--- config.mk ---
export PLATFORM = sky130hd
export DESIGN_NAME = bcd_digit_adder_flat
export DESIGN_NICKNAME = d
export VERILOG_FILES = /design/src/rtl/bcd_digit_adder_pkg.sv /design/src/rtl/bcd_digit_adder_if.sv /design/src/rtl/bcd_digit_adder.sv /design/src/flat_wrapper.sv
export SDC_FILE = /design/constraint.sdc
export NUM_CORES = 1
export LEC_CHECK = 0
export CORE_AREA = 2 2 39 41
export CTS_BUF_LIST = sky130_fd_sc_hd__clkbuf_2 sky130_fd_sc_hd__clkbuf_4 sky130_fd_sc_hd__clkbuf_8
export DETAILED_ROUTE_END_ITERATION = 6
export DIE_AREA = 0 0 41 43
export SETUP_SLACK_MARGIN = 0.1
export SYNTH_ARGS = -nofsm -noshare
export SYNTH_HDL_FRONTEND = slang
export SYNTH_SLANG_ARGS = --single-unit
--- constraint.sdc ---
create_clock -name clk -period 2.61 [get_ports clk]
set_input_delay 0.261 -clock clk [delete_from_list [all_inputs] [get_ports clk]]
set_output_delay 0.261 -clock clk [all_outputs]
set_load 0.005 [all_outputs]
--- src/rtl/bcd_digit_adder_pkg.sv ---
`default_nettype none
// +----------------------------------------------------------------------+
// | bcd_pkg : shared BCD digit types, constants and digit-add helpers      |
// | Rev 1.0                                                                |
// +----------------------------------------------------------------------+
package bcd_pkg;

  localparam int         BCD_DIGIT_W = 4;
  localparam logic [3:0] BCD_MAX     = 4'd9;
  localparam logic [4:0] BCD_CORR    = 5'd6;

  typedef logic [BCD_DIGIT_W-1:0] bcd_digit_t;

  typedef struct packed {
    logic       cout;
    bcd_digit_t sum;
  } bcd_result_t;

  function automatic logic is_bcd(input bcd_digit_t d);
    return (d <= BCD_MAX);
  endfunction

  // Adding 6 skips the six unused 4-bit codes; only the low nibble is kept.
  function automatic bcd_result_t bcd_add(input bcd_digit_t a,
                                          input bcd_digit_t b,
                                          input logic       cin);
    logic [4:0]  raw;
    bcd_digit_t  adj;
    bcd_result_t res;
    raw      = {1'b0, a} + {1'b0, b} + {4'b0000, cin};
    adj      = raw[3:0] + BCD_CORR[3:0];
    res.cout = (raw > {1'b0, BCD_MAX});
    res.sum  = res.cout ? adj : raw[3:0];
    return res;
  endfunction

endpackage
`default_nettype wire

--- src/rtl/bcd_digit_adder_if.sv ---
`default_nettype none
// +----------------------------------------------------------------------+
// | bcd_digit_adder_if : operand / result bundle of one BCD digit adder    |
// | Rev 1.0                                                                |
// +----------------------------------------------------------------------+
interface bcd_digit_adder_if;
  import bcd_pkg::*;

  logic       cin;
  bcd_digit_t a;
  bcd_digit_t b;
  bcd_digit_t sum;
  logic       cout;
  logic       invalid;
  logic       err;

  modport master (
    output cin, a, b,
    input  sum, cout, invalid, err
  );

  modport slave (
    input  cin, a, b,
    output sum, cout, invalid, err
  );

endinterface
`default_nettype wire

--- src/rtl/bcd_digit_adder.sv ---
`default_nettype none
// +----------------------------------------------------------------------+
// | bcd_digit_adder : one-digit BCD adder with validity check, sticky err  |
// | Rev 1.0                                                                |
// +----------------------------------------------------------------------+
module bcd_digit_adder
  import bcd_pkg::*;
#(
  parameter int OUT_REG = 0
) (
  input  wire logic         clk,
  input  wire logic         rst,
  bcd_digit_adder_if.slave  bus
);

  bcd_result_t w_res;
  logic        w_invalid;
  logic        r_err;

  assign w_res     = bcd_add(bus.a, bus.b, bus.cin);
  assign w_invalid = ~is_bcd(bus.a) | ~is_bcd(bus.b);

  always_ff @(posedge clk) begin
    if (rst) begin
      r_err <= 1'b0;
    end else if (w_invalid) begin
      r_err <= 1'b1;
    end
  end

  assign bus.invalid = w_invalid;
  assign bus.err     = r_err;

  // Combinational form keeps a ripple chain single-cycle.
  generate
    if (OUT_REG == 0) begin : g_comb
      assign bus.sum  = w_res.sum;
      assign bus.cout = w_res.cout;
    end else begin : g_reg
      bcd_result_t r_res;
      always_ff @(posedge clk) begin
        if (rst) begin
          r_res <= '0;
        end else begin
          r_res <= w_res;
        end
      end
      assign bus.sum  = r_res.sum;
      assign bus.cout = r_res.cout;
    end
  endgenerate

endmodule
`default_nettype wire

--- src/flat_wrapper.sv ---
// flat-port wrapper written by rule: the top's interface ports become plain ports
module bcd_digit_adder_flat import bcd_pkg::*;
#(
  parameter int OUT_REG = 0
)
  (clk, rst, bus_cin, bus_a, bus_b, bus_sum, bus_cout, bus_invalid, bus_err);
  bcd_digit_adder_if bus_i ();
  input  wire logic clk;
  input  wire logic rst;
  input wire logic [$bits(bus_i.cin)-1:0] bus_cin;
  input wire logic [$bits(bus_i.a)-1:0] bus_a;
  input wire logic [$bits(bus_i.b)-1:0] bus_b;
  output wire logic [$bits(bus_i.sum)-1:0] bus_sum;
  output wire logic [$bits(bus_i.cout)-1:0] bus_cout;
  output wire logic [$bits(bus_i.invalid)-1:0] bus_invalid;
  output wire logic [$bits(bus_i.err)-1:0] bus_err;
  assign bus_i.cin = bus_cin;
  assign bus_i.a = bus_a;
  assign bus_i.b = bus_b;
  assign bus_sum = bus_i.sum;
  assign bus_cout = bus_i.cout;
  assign bus_invalid = bus_i.invalid;
  assign bus_err = bus_i.err;
  bcd_digit_adder #(.OUT_REG(OUT_REG)) u_core (.clk(clk), .rst(rst), .bus(bus_i));
endmodule
==> results.sh <==
export IMPL_outcome="finished, final reports clean"
export IMPL_synth_xor_area_frac=0.0693
export IMPL_yosysWarnings=0
export IMPL_critPathKind="primary input to output pin"
export IMPL_synth_avg_cell_area_um2=9.03
export IMPL_holdPathStages=2
export IMPL_largest_reg_flops=1
export IMPL_synthSimpleGateAreaFrac=0.114
export IMPL_grt_pass1_wl_mm=1.28
export IMPL_whs_ps=452
export IMPL_r2r_slack_ps=2080
export IMPL_place_hpwl_um=508
export IMPL_peakVddDrop_mv=0.141
export IMPL_min_path_type="register to register"
export IMPL_die_w_um=41
export IMPL_worst_slack_ps=11.5
export IMPL_synth_seq_cells=1
export IMPL_drcViolationCount=0
export IMPL_setup_tns_ps=0
export IMPL_clk_pin_slew_ps=0
export IMPL_syn_inst=28
export IMPL_switching_share=0.366
export IMPL_io_pins=18
export IMPL_skew_ps=0
export IMPL_hold_end="u_core.bus.err"
export IMPL_hold_buffers=0
export IMPL_critPathRequiredTime_ps=2350
export IMPL_placed_area_um2=480
export IMPL_clockPowerShare=0
export IMPL_synth_top_family_by_area="adder cells"
export IMPL_drt_iter0_drc=2
export IMPL_slew_violations=0
export IMPL_yosys_area_share_adder=0.356
export IMPL_synth_area_top_cells="ha_1, fa_1, o31ai_4"
export IMPL_post_drt_wl_per_cell_um=10.1
export IMPL_leakagePower_nw=0.261
export IMPL_reg2reg_depth=2
export IMPL_period_share=0.996
export IMPL_tightest_slew_ps=295
export IMPL_rsz0062_at_grt="yes"
export IMPL_pwr_density_cell_nw_per_um2=408
export IMPL_internal_power_mw=0.148
export IMPL_holdCritStartpoint="u_core.bus.err"
export IMPL_dieArea_um2=1760
export IMPL_setup_violations=0
export IMPL_layoutNonFillerInstCount=71
export IMPL_area_growth_pct=126
export IMPL_p_comb_frac=0.925
export IMPL_synth_compound_area_frac=0.312
export IMPL_critPathLaunchType="primary input"
export IMPL_ys_seq_area_frac=0.0792
export IMPL_clk_latency_ps=0
export IMPL_yosysTopAreaCell="ha_1"
export IMPL_final_antenna_net_count=0
export IMPL_syn_area_um2=253
export IMPL_final_area_um2=572
export IMPL_switchingPower_mw=0.0853
export IMPL_vias=314
export IMPL_layout_drive_gt1_share=0.491
export IMPL_antenna_found_initial=0
export IMPL_coreArea_um2=1380
export IMPL_start_util=0.183
export IMPL_rows=14
export IMPL_globalRouteOverflowTotal=0
export IMPL_grt_use_total=0.0984
export IMPL_fmax_mhz=385
export IMPL_die_h_um=43
export IMPL_r2r_start="u_core.bus.err"
export IMPL_grt_pass1_vias=335
export IMPL_syn_nets=45
export IMPL_crit_path_max_fanout=3
export IMPL_n_antenna_cell=0
export IMPL_drv_cap=0
export IMPL_dp_slack_ps=-835
export IMPL_muxShareOfSynthArea=0.0396
export IMPL_drt_wl_total_um=718
export IMPL_cp_end_kind="output pin"
export IMPL_final_cell_mix="clkdlybuf4s50_1, buf_4, buf_2, buf_6, ha_1"
export IMPL_yosysUniqueCellTypes=18
export IMPL_synth_top_area_frac=0.198
export IMPL_sequentialPowerShare=0.075
export IMPL_worstPathArrival_ps=2340
export IMPL_numPortBuffers=17
export IMPL_vias_per_cell=4.42
export IMPL_gp_congestion=0.737
export IMPL_grt_max_degree=4
export IMPL_nets=74
export IMPL_dr_pass1_iters=2
export IMPL_dp_cells=66
export IMPL_relSlewSlack=0.803
export IMPL_hold_viol_final=0
export IMPL_r2r_end="u_core.bus.err"
export IMPL_finalCriticalPeriod_ps=2600
[worst max-delay path, stage by stage]
cell and delay, ps:
buf_6 90, fa_2 390, fa_2 530, inv_2 50, ha_4 160, a31o_4 220
o31ai_4 190, buf_4 150, mux2i_1 170, buf_2 130
[worst max path at each step]
stage | slack (ps) | end | startpoint
2_1_floorplan | 160 | bus_sum[2] | bus_b[0]
3_3_place_gp | -810 | bus_sum[3] | bus_b[0]
3_5_place_dp | -830 | bus_sum[3] | bus_b[0]
4_1_cts | -60 | bus_sum[2] | bus_cin
5_1_grt | -70 | bus_sum[2] | bus_b[0]
6_report | 10 | bus_sum[2] | bus_b[0]
[final cells by class]
class | count | area [µm²]
Sequential cell | 1 | 20.0
Multi-Input combinational cell | 25 | 289
Inverter | 2 | 7.51
Fill cell | 155 | 812
Timing Repair Buffer | 27 | 235
Tap cell | 16 | 20.0
[power groups by stage]
stage               sequential, mW  clock [mW]  combinational, mW
floorplan                   0.0176           0             0.0719
global placement            0.0175           0              0.163
detailed placement          0.0175           0              0.164
CTS                         0.0174           0              0.200
global route                0.0176           0              0.235
finish                      0.0174           0              0.216
[per-stage QoR]
stage	total power, mW	util
2_1_floorplan	0.0896	-
3_3_place_gp	0.181	0.347
3_5_place_dp	0.182	0.347
4_1_cts	0.218	0.393
5_1_grt	0.253	0.413
6_report	0.233	0.413
[logic make-up (layout without fill, tap and decap cells)]
family | Yosys count | in the layout
DFF | 1 | 1
buffers and inverters | 2 | 29
and+or+nand+nor | 6 | 6
muxes | 1 | 1
AOI/OAI and AO/OA | 10 | 10
adders and majority gates | 6 | 6
xor gates and xnor gates | 2 | 2
[synthesized netlist by cell type]
library cell  number
ha_1               4
nand2_1            1
nor2b_1            1
o31ai_4            1
o22ai_1            1
nor2_1             2
and3_1             1
dfxtp_1            1
nand3_1            1
a21oi_1            3
fa_1               2
xnor2_1            2
a31o_1             1
a21o_2             1
a2111oi_0          1
mux2i_1            1
inv_1              2
o21ai_0            2
[layer usage]
| metal | routed length [µm] | global-route usage |
|---|---|---|
| met3 | 60 | 0.00524 |
| met1 | 254 | 0.116 |
| met4 | 0 | 0 |
| met2 | 403 | 0.191 |
| met5 | 0 | 0 |
[timing repair]
item / in CTS / in global routing
setup endpoints to repair: 4 / 4
pin swaps: 7 / 4
gates resized for setup: 39 / 4
setup buffers: 4 / 1
(Power assumes the default switching activity.)
==> RTL edit 1 (config.mk and constraints unchanged) <==
`OUT_REG` is set to 0 in 2 places; all go to 1.
--- a/src/rtl/bcd_digit_adder.sv
+++ b/src/rtl/bcd_digit_adder.sv
@@ -8,3 +8,3 @@
 #(
-  parameter int OUT_REG = 0
+  parameter int OUT_REG = 1
 ) (
--- a/src/flat_wrapper.sv
+++ b/src/flat_wrapper.sv
@@ -3,3 +3,3 @@
 #(
-  parameter int OUT_REG = 0
+  parameter int OUT_REG = 1
 )
Behaviour: not the same (Yosys sat finds a counterexample within 4 cycles, from zero or initial values and one cycle with rst high).
==> RTL edit 1 against the unedited design <==
- cell count increased by 17%
- worst setup slack better by 0.20 ns
- area after synthesis rose by 48%
- routed wire length fell by 2.4%
- final area grew 17%
- total power is 57% higher
- sequential cell count grew 5
- clock skew unchanged
- critical endpoint is now u_core.bus.sum[2]
==> RTL edit 1: results (changes against the unedited design) <==
- Status: complete, no violations
- Startpoint of the lowest-slack register-to-register path: u_core.bus.err
- List of most frequent post-synthesis cells: 6 x sky130_fd_sc_hd__dfxtp_1, 4 x sky130_fd_sc_hd__ha_1, 4 x sky130_fd_sc_hd__nor2_1, 3 x sky130_fd_sc_hd__a21oi_1
- Source-to-sink clock delay at the later pin of the worst-skew pair: 0.24 ns (+0.24 ns)
- Number of flip-flops in the largest register: 4 (+3)
- Final GP Congestion: 0.741 (+0.61%)
- Layout cell share with drive strength beyond 1: 26.9% (-22 points)
- R2R Setup Slk: 2.05 ns (-0.03 ns)
- Maximum fanout count along the critical path: 2 (-1)
- Placement-stage worst setup slack: -0.261 ns (+0.574 ns)
- Final worst-path setup slack: 0.214 ns (+0.203 ns)
- Remaining antenna violation count after routing: 0 (unchanged)
- Share of flip-flops with an asynchronous set or reset after synthesis: 0% (unchanged)
- Terminating pin of the worst hold path: u_core.bus.err
- Worst hold start: u_core.bus.err
- WP data arrival: 2.57 ns (+0.23 ns)
- Initial antenna violation count: 0 (unchanged)
- H-tree depth: 1
- Synthesized-area fraction occupied by ao, oa, aoi and oai cells: 20.7% (-10 points)
- Total iterations of the first detailed-routing run: 1 (-1)
- Clk pin slew, worst setup/hold paths: 0.04 ns (+0.04 ns)
- Pin count of the biggest net entering global routing: 7 (+3)
- First-iteration detailed-routing DRC count: 0 (-2)
- Vias in the first global route: 333 (-0.60%)
- Reg2reg end: u_core.bus.err
- Class of the worst hold path: reg -> reg
- Total CTS buffers: 3
- Kind of cell adding the most delay to the critical path: adder cells
- Total wire length after detailed routing: 701 um (-2.4%)
- Synth Area in Adders: 24.1% (-12 points)
- Estimated wirelength of the detail-placed design: 600 um (+18%)
- Mux cell area share after synthesis: 3.01% (-0.95 points)
- Cell types occupying the most area after synthesis: sky130_fd_sc_hd__dfxtp_1 32%, sky130_fd_sc_hd__ha_1 13%, sky130_fd_sc_hd__fa_1 11%
- Total global-route track usage: 10.0% (+0.20 points)
- Via density per instance: 4.36 (-1.4%)
- Sequential area share after synthesis: 32.1% (+24 points)
- Wire length of the first global-routing pass: 1180 um (-8.1%)
- R2R depth: 2 (unchanged)
- Max Buffers Root-to-Sink: 2
- Tightest hold margin: 0.478 ns (+0.0258 ns)
- Critical-path cell with the highest stage delay: sky130_fd_sc_hd__fa_2
- Worst-margin pin slew: 0.389 ns (+0.0933 ns)
- Count of buffers inserted at the top-level ports: 17 (unchanged)
- Worst hold path cell count: 2 (unchanged)
- Synthesis warning total: 0 (unchanged)
- Total Nets Final: 86 (+16%)
- XOR/XNOR Fraction of Synth Area: 4.68% (-2.2 points)
- Static leakage: 0.000293 uW (+12%)
- Antenna cells: 0 (unchanged)
- Number of nets in the synthesized netlist: 54 (+20%)
- Maximum ir drop on the vdd rail: 0.177 mV (+25%)
- Critical Path Max Stage Delay: 0.58 ns (+0.05 ns)
- Clk_skew: 0 ns (unchanged)
- Number of distinct library cells after synthesis: 19 (+1)
RTL edit 1: changes by cell type in the layout (fill, tap and decap cells not counted), sizes merged:
cell           change
mux2i              -1
dlygate4sd2        +1
clkdlybuf4s50      +6
nor2b              +1
clkbuf             +3
nor3b              +1
buf                -6
dlymetal6s2s       -1
dfxtp              +5
mux2               +1
nor2               +2
RTL edit 1: logic make-up after synthesis:
logic type,count (synthesis)
DFF,6
adders and majority gates,6
buffers and inverters,2
and+or+nand+nor,10
AOI/OAI and AO/OA,10
xor gates and xnor gates,2
muxes,1
RTL edit 1: routing by layer:
metal | vias up | wire [um] | GRT usage [%]
met4 | 0 | 0 | 10.0
met5 | - | 0 | 0
met2 | 9 | 381 | 14.1
met1 | 156 | 282 | 11.9
li1 | 197 | - | -
met3 | 0 | 38 | 1.57
RTL edit 1: worst min-delay path: stages (launching register included):
cell                      delay (ns)
sky130_fd_sc_hd__dfxtp_1        0.33
sky130_fd_sc_hd__nor2_1         0.05
sky130_fd_sc_hd__nor2_1         0.07
RTL edit 1: worst max-delay path by stage:
stage | cells after the start | to | from
3_5_place_dp | 9 | u_core.bus.sum[2] | bus_b[0]
6_report | 9 | u_core.bus.sum[2] | bus_b[0]
3_3_place_gp | 8 | u_core.bus.sum[3] | bus_b[0]
5_1_grt | 9 | u_core.bus.sum[2] | bus_b[0]
2_1_floorplan | 8 | u_core.bus.sum[2] | bus_b[0]
4_1_cts | 9 | u_core.bus.sum[2] | bus_cin
RTL edit 1: cell type report:
cell class | count | area, um^2
multi-input cells | 29 | 259
well taps | 16 | 20.0
repair buffers | 27 | 241
clock buffers | 3 | 22.5
inverters | 2 | 7.51
flip-flops and latches | 6 | 120
fillers | 134 | 713
RTL edit 1: power by group:
group	total [uW]	internal [uW]	switching [uW]	leakage, uW
clock network	80.4	51.7	28.8	0.0000138
logic	174	113	61.6	0.000229
registers	111	108	3.51	0.0000501
total	366	272	93.9	0.000293
RTL edit 1: repair_timing:
action                                  4_1_cts  5_1_grt
endpoints found under the setup margin        3        2
endpoints found under the hold margin         0        0
resized for setup                             7        1
buffers inserted                              1        0
pin swaps                                     3        2
RTL edit 1: metrics by stage:
step,cell area [um^2],setup TNS [ns],std cells
2_1_floorplan,374,0,37
3_3_place_gp,632,-0.751,79
3_5_place_dp,632,-0.799,79
4_1_cts,669,0,83
5_1_grt,671,0,83
6_report,671,0,83
==> RTL edit 2 (same settings) <==
Made on the original files. Make the reset (`rst`) asynchronous in 2 clocked blocks.
--- a/src/rtl/bcd_digit_adder.sv
+++ b/src/rtl/bcd_digit_adder.sv
@@ -22,3 +22,3 @@
 
-  always_ff @(posedge clk) begin
+  always_ff @(posedge clk or posedge rst) begin
     if (rst) begin
@@ -40,3 +40,3 @@
       bcd_result_t r_res;
-      always_ff @(posedge clk) begin
+      always_ff @(posedge clk or posedge rst) begin
         if (rst) begin
Formal check against the unedited RTL: differs if rst is asserted again (counterexample within 4 cycles, from zero or initial values and one cycle with rst high); with rst held inactive, the same outputs for 10 cycles.
==> RTL edit 2 against the unedited design <==
- the flow now finishes with violations (negative setup slack)
- routed wire length fell by 5.6%
- final area grew 0.22%
- total power decreased by 4.2%
- area after synthesis grew 3.0%
- worst setup slack got worse by 0.025 ns
- sequential cell count is the same
- largest cell class unchanged
- largest power group unchanged
==> RTL edit 2: results (changes against the unedited design) <==
- Status: complete, but fails checks
- Violations in the final reports: negative setup slack
- Share of flip-flops with an asynchronous set or reset after synthesis: 100% (+100 points)
- Total global-route track usage: 9.15% (-0.69 points)
- Int Pwr: 143 uW (-3.5%)
- Met2 track demand over resource: 17.5% (-1.6 points)
- Clk pin slew, worst setup/hold paths: 0 ns (unchanged)
- Pin count of the biggest net entering global routing: 4 (unchanged)
- Maximum ir drop on the vdd rail: 0.152 mV (+7.8%)
- Met1 WL: 255 um (+0.39%)
- Final worst-path setup slack: -0.0131 ns (-0.0246 ns)
- Detail-routed net length per standard cell: 9.42 um (-6.9%)
- Post-cts repair resize count: 42 (+7.7%)
- Area taken by multi-input logic gates: 284 um^2 (-1.7%)
- Top flip-flop cell by instance count after synthesis: sky130_fd_sc_hd__dfrtp_1
- Wire length of the first global-routing pass: 1200 um (-6.5%)
- Met2 Routed Length: 369 um (-8.4%)
- Total Nets Final: 75 (+1.4%)
- Critical Path Max Stage Delay: 0.55 ns (+0.02 ns)
- Sequential fraction of total cell area: 4.37% (+0.87 points)
- Gate count of the mapped netlist: 28 (unchanged)
- Comb power frac: 92.9% (+0.4 points)
- Sum of met3 wire segment lengths after detailed routing: 53 um (-12%)
- WP data arrival: 2.36 ns (+0.02 ns)
- Met1 track demand over resource: 11.0% (-0.61 points)
- Sequential fraction of design power: 7.1% (-0.4 points)
- Antenna cells: 0 (unchanged)
- Static leakage: 0.000266 uW (+1.7%)
- List of most frequent post-synthesis cells: 4 x sky130_fd_sc_hd__ha_1, 3 x sky130_fd_sc_hd__a21oi_1, 3 x sky130_fd_sc_hd__inv_1
- R2R depth: 1 (-1)
- GRT met3 Usage: 0.524% (unchanged)
- Instance area after placement: 495 um^2 (+3.1%)
- First-iteration detailed-routing DRC count: 4 (+2)
- Inverter count of the layout excluding clock inverters: 3 (+1)
- Placed instance count: 67 (+1.5%)
- Worst-margin pin slew: 0.497 ns (+0.201 ns)
- Multi-input gates: 24 (-4.0%)
- Final sum of negative setup slack: -0.0223 ns (-0.0223 ns)
- Vias in the first global route: 313 (-6.6%)
- Class of the worst hold path: in -> async
- Layout cell share with drive strength beyond 1: 51.8% (+2.7 points)
- Placement-stage worst setup slack: -0.833 ns (+0.00182 ns)
- Share of the core filled with cells: 41.4% (+0.090 points)
- PnR Total Power: 224 uW (-4.2%)
- Estimated wirelength of the detail-placed design: 534 um (+5.1%)
- Final GP Congestion: 0.661 (-10%)
- Endpoints failing setup: 2 (+2)
- Cell types occupying the most area after synthesis: sky130_fd_sc_hd__ha_1 19%, sky130_fd_sc_hd__fa_1 15%, sky130_fd_sc_hd__dfrtp_1 9.6%
- Sequential area share after synthesis: 9.62% (+1.7 points)
- Maximum fanout count along the critical path: 2 (-1)
- Flops & latches, synth: 1 (unchanged)
- Number of fill cells in the layout: 148 (-4.5%)
- Via density per instance: 4.33 (-2.0%)
- Post-layout instance count excluding filler cells: 72 (+1.4%)
==> RTL edit 2: changes by cell type in the layout (fill, tap and decap cells not counted), sizes merged <==
cell / change
buf: +2
dfrtp: +1
inv: +1
nor2: -2
or2: +1
dfxtp: -1
dlygate4sd2: -1
==> RTL edit 2: worst paths after layout <==
| check | slack, ns | start | to |
|---|---|---|---|
| max | -0.01 | bus_cin | bus_sum[3] |
| min | 0.40 | rst | u_core.bus.err |
| max reg2reg | 1.85 | u_core.bus.err | u_core.bus.err |
| min reg2reg | 0.45 | u_core.bus.err | u_core.bus.err |
| max in group asynchronous | 2.12 | rst | u_core.bus.err |
| min in group clk | 0.45 | u_core.bus.err | u_core.bus.err |
==> RTL edit 2: cell families after synthesis <==
| kind of cell | synth area share [%] |
|---|---|
| AOI/OAI and AO/OA | 30.3 |
| adders and majority gates | 34.6 |
| and+or+nand+nor | 10.6 |
| buffers and inverters | 4.33 |
| xor gates and xnor gates | 6.73 |
| muxes | 3.85 |
| DFF | 9.61 |
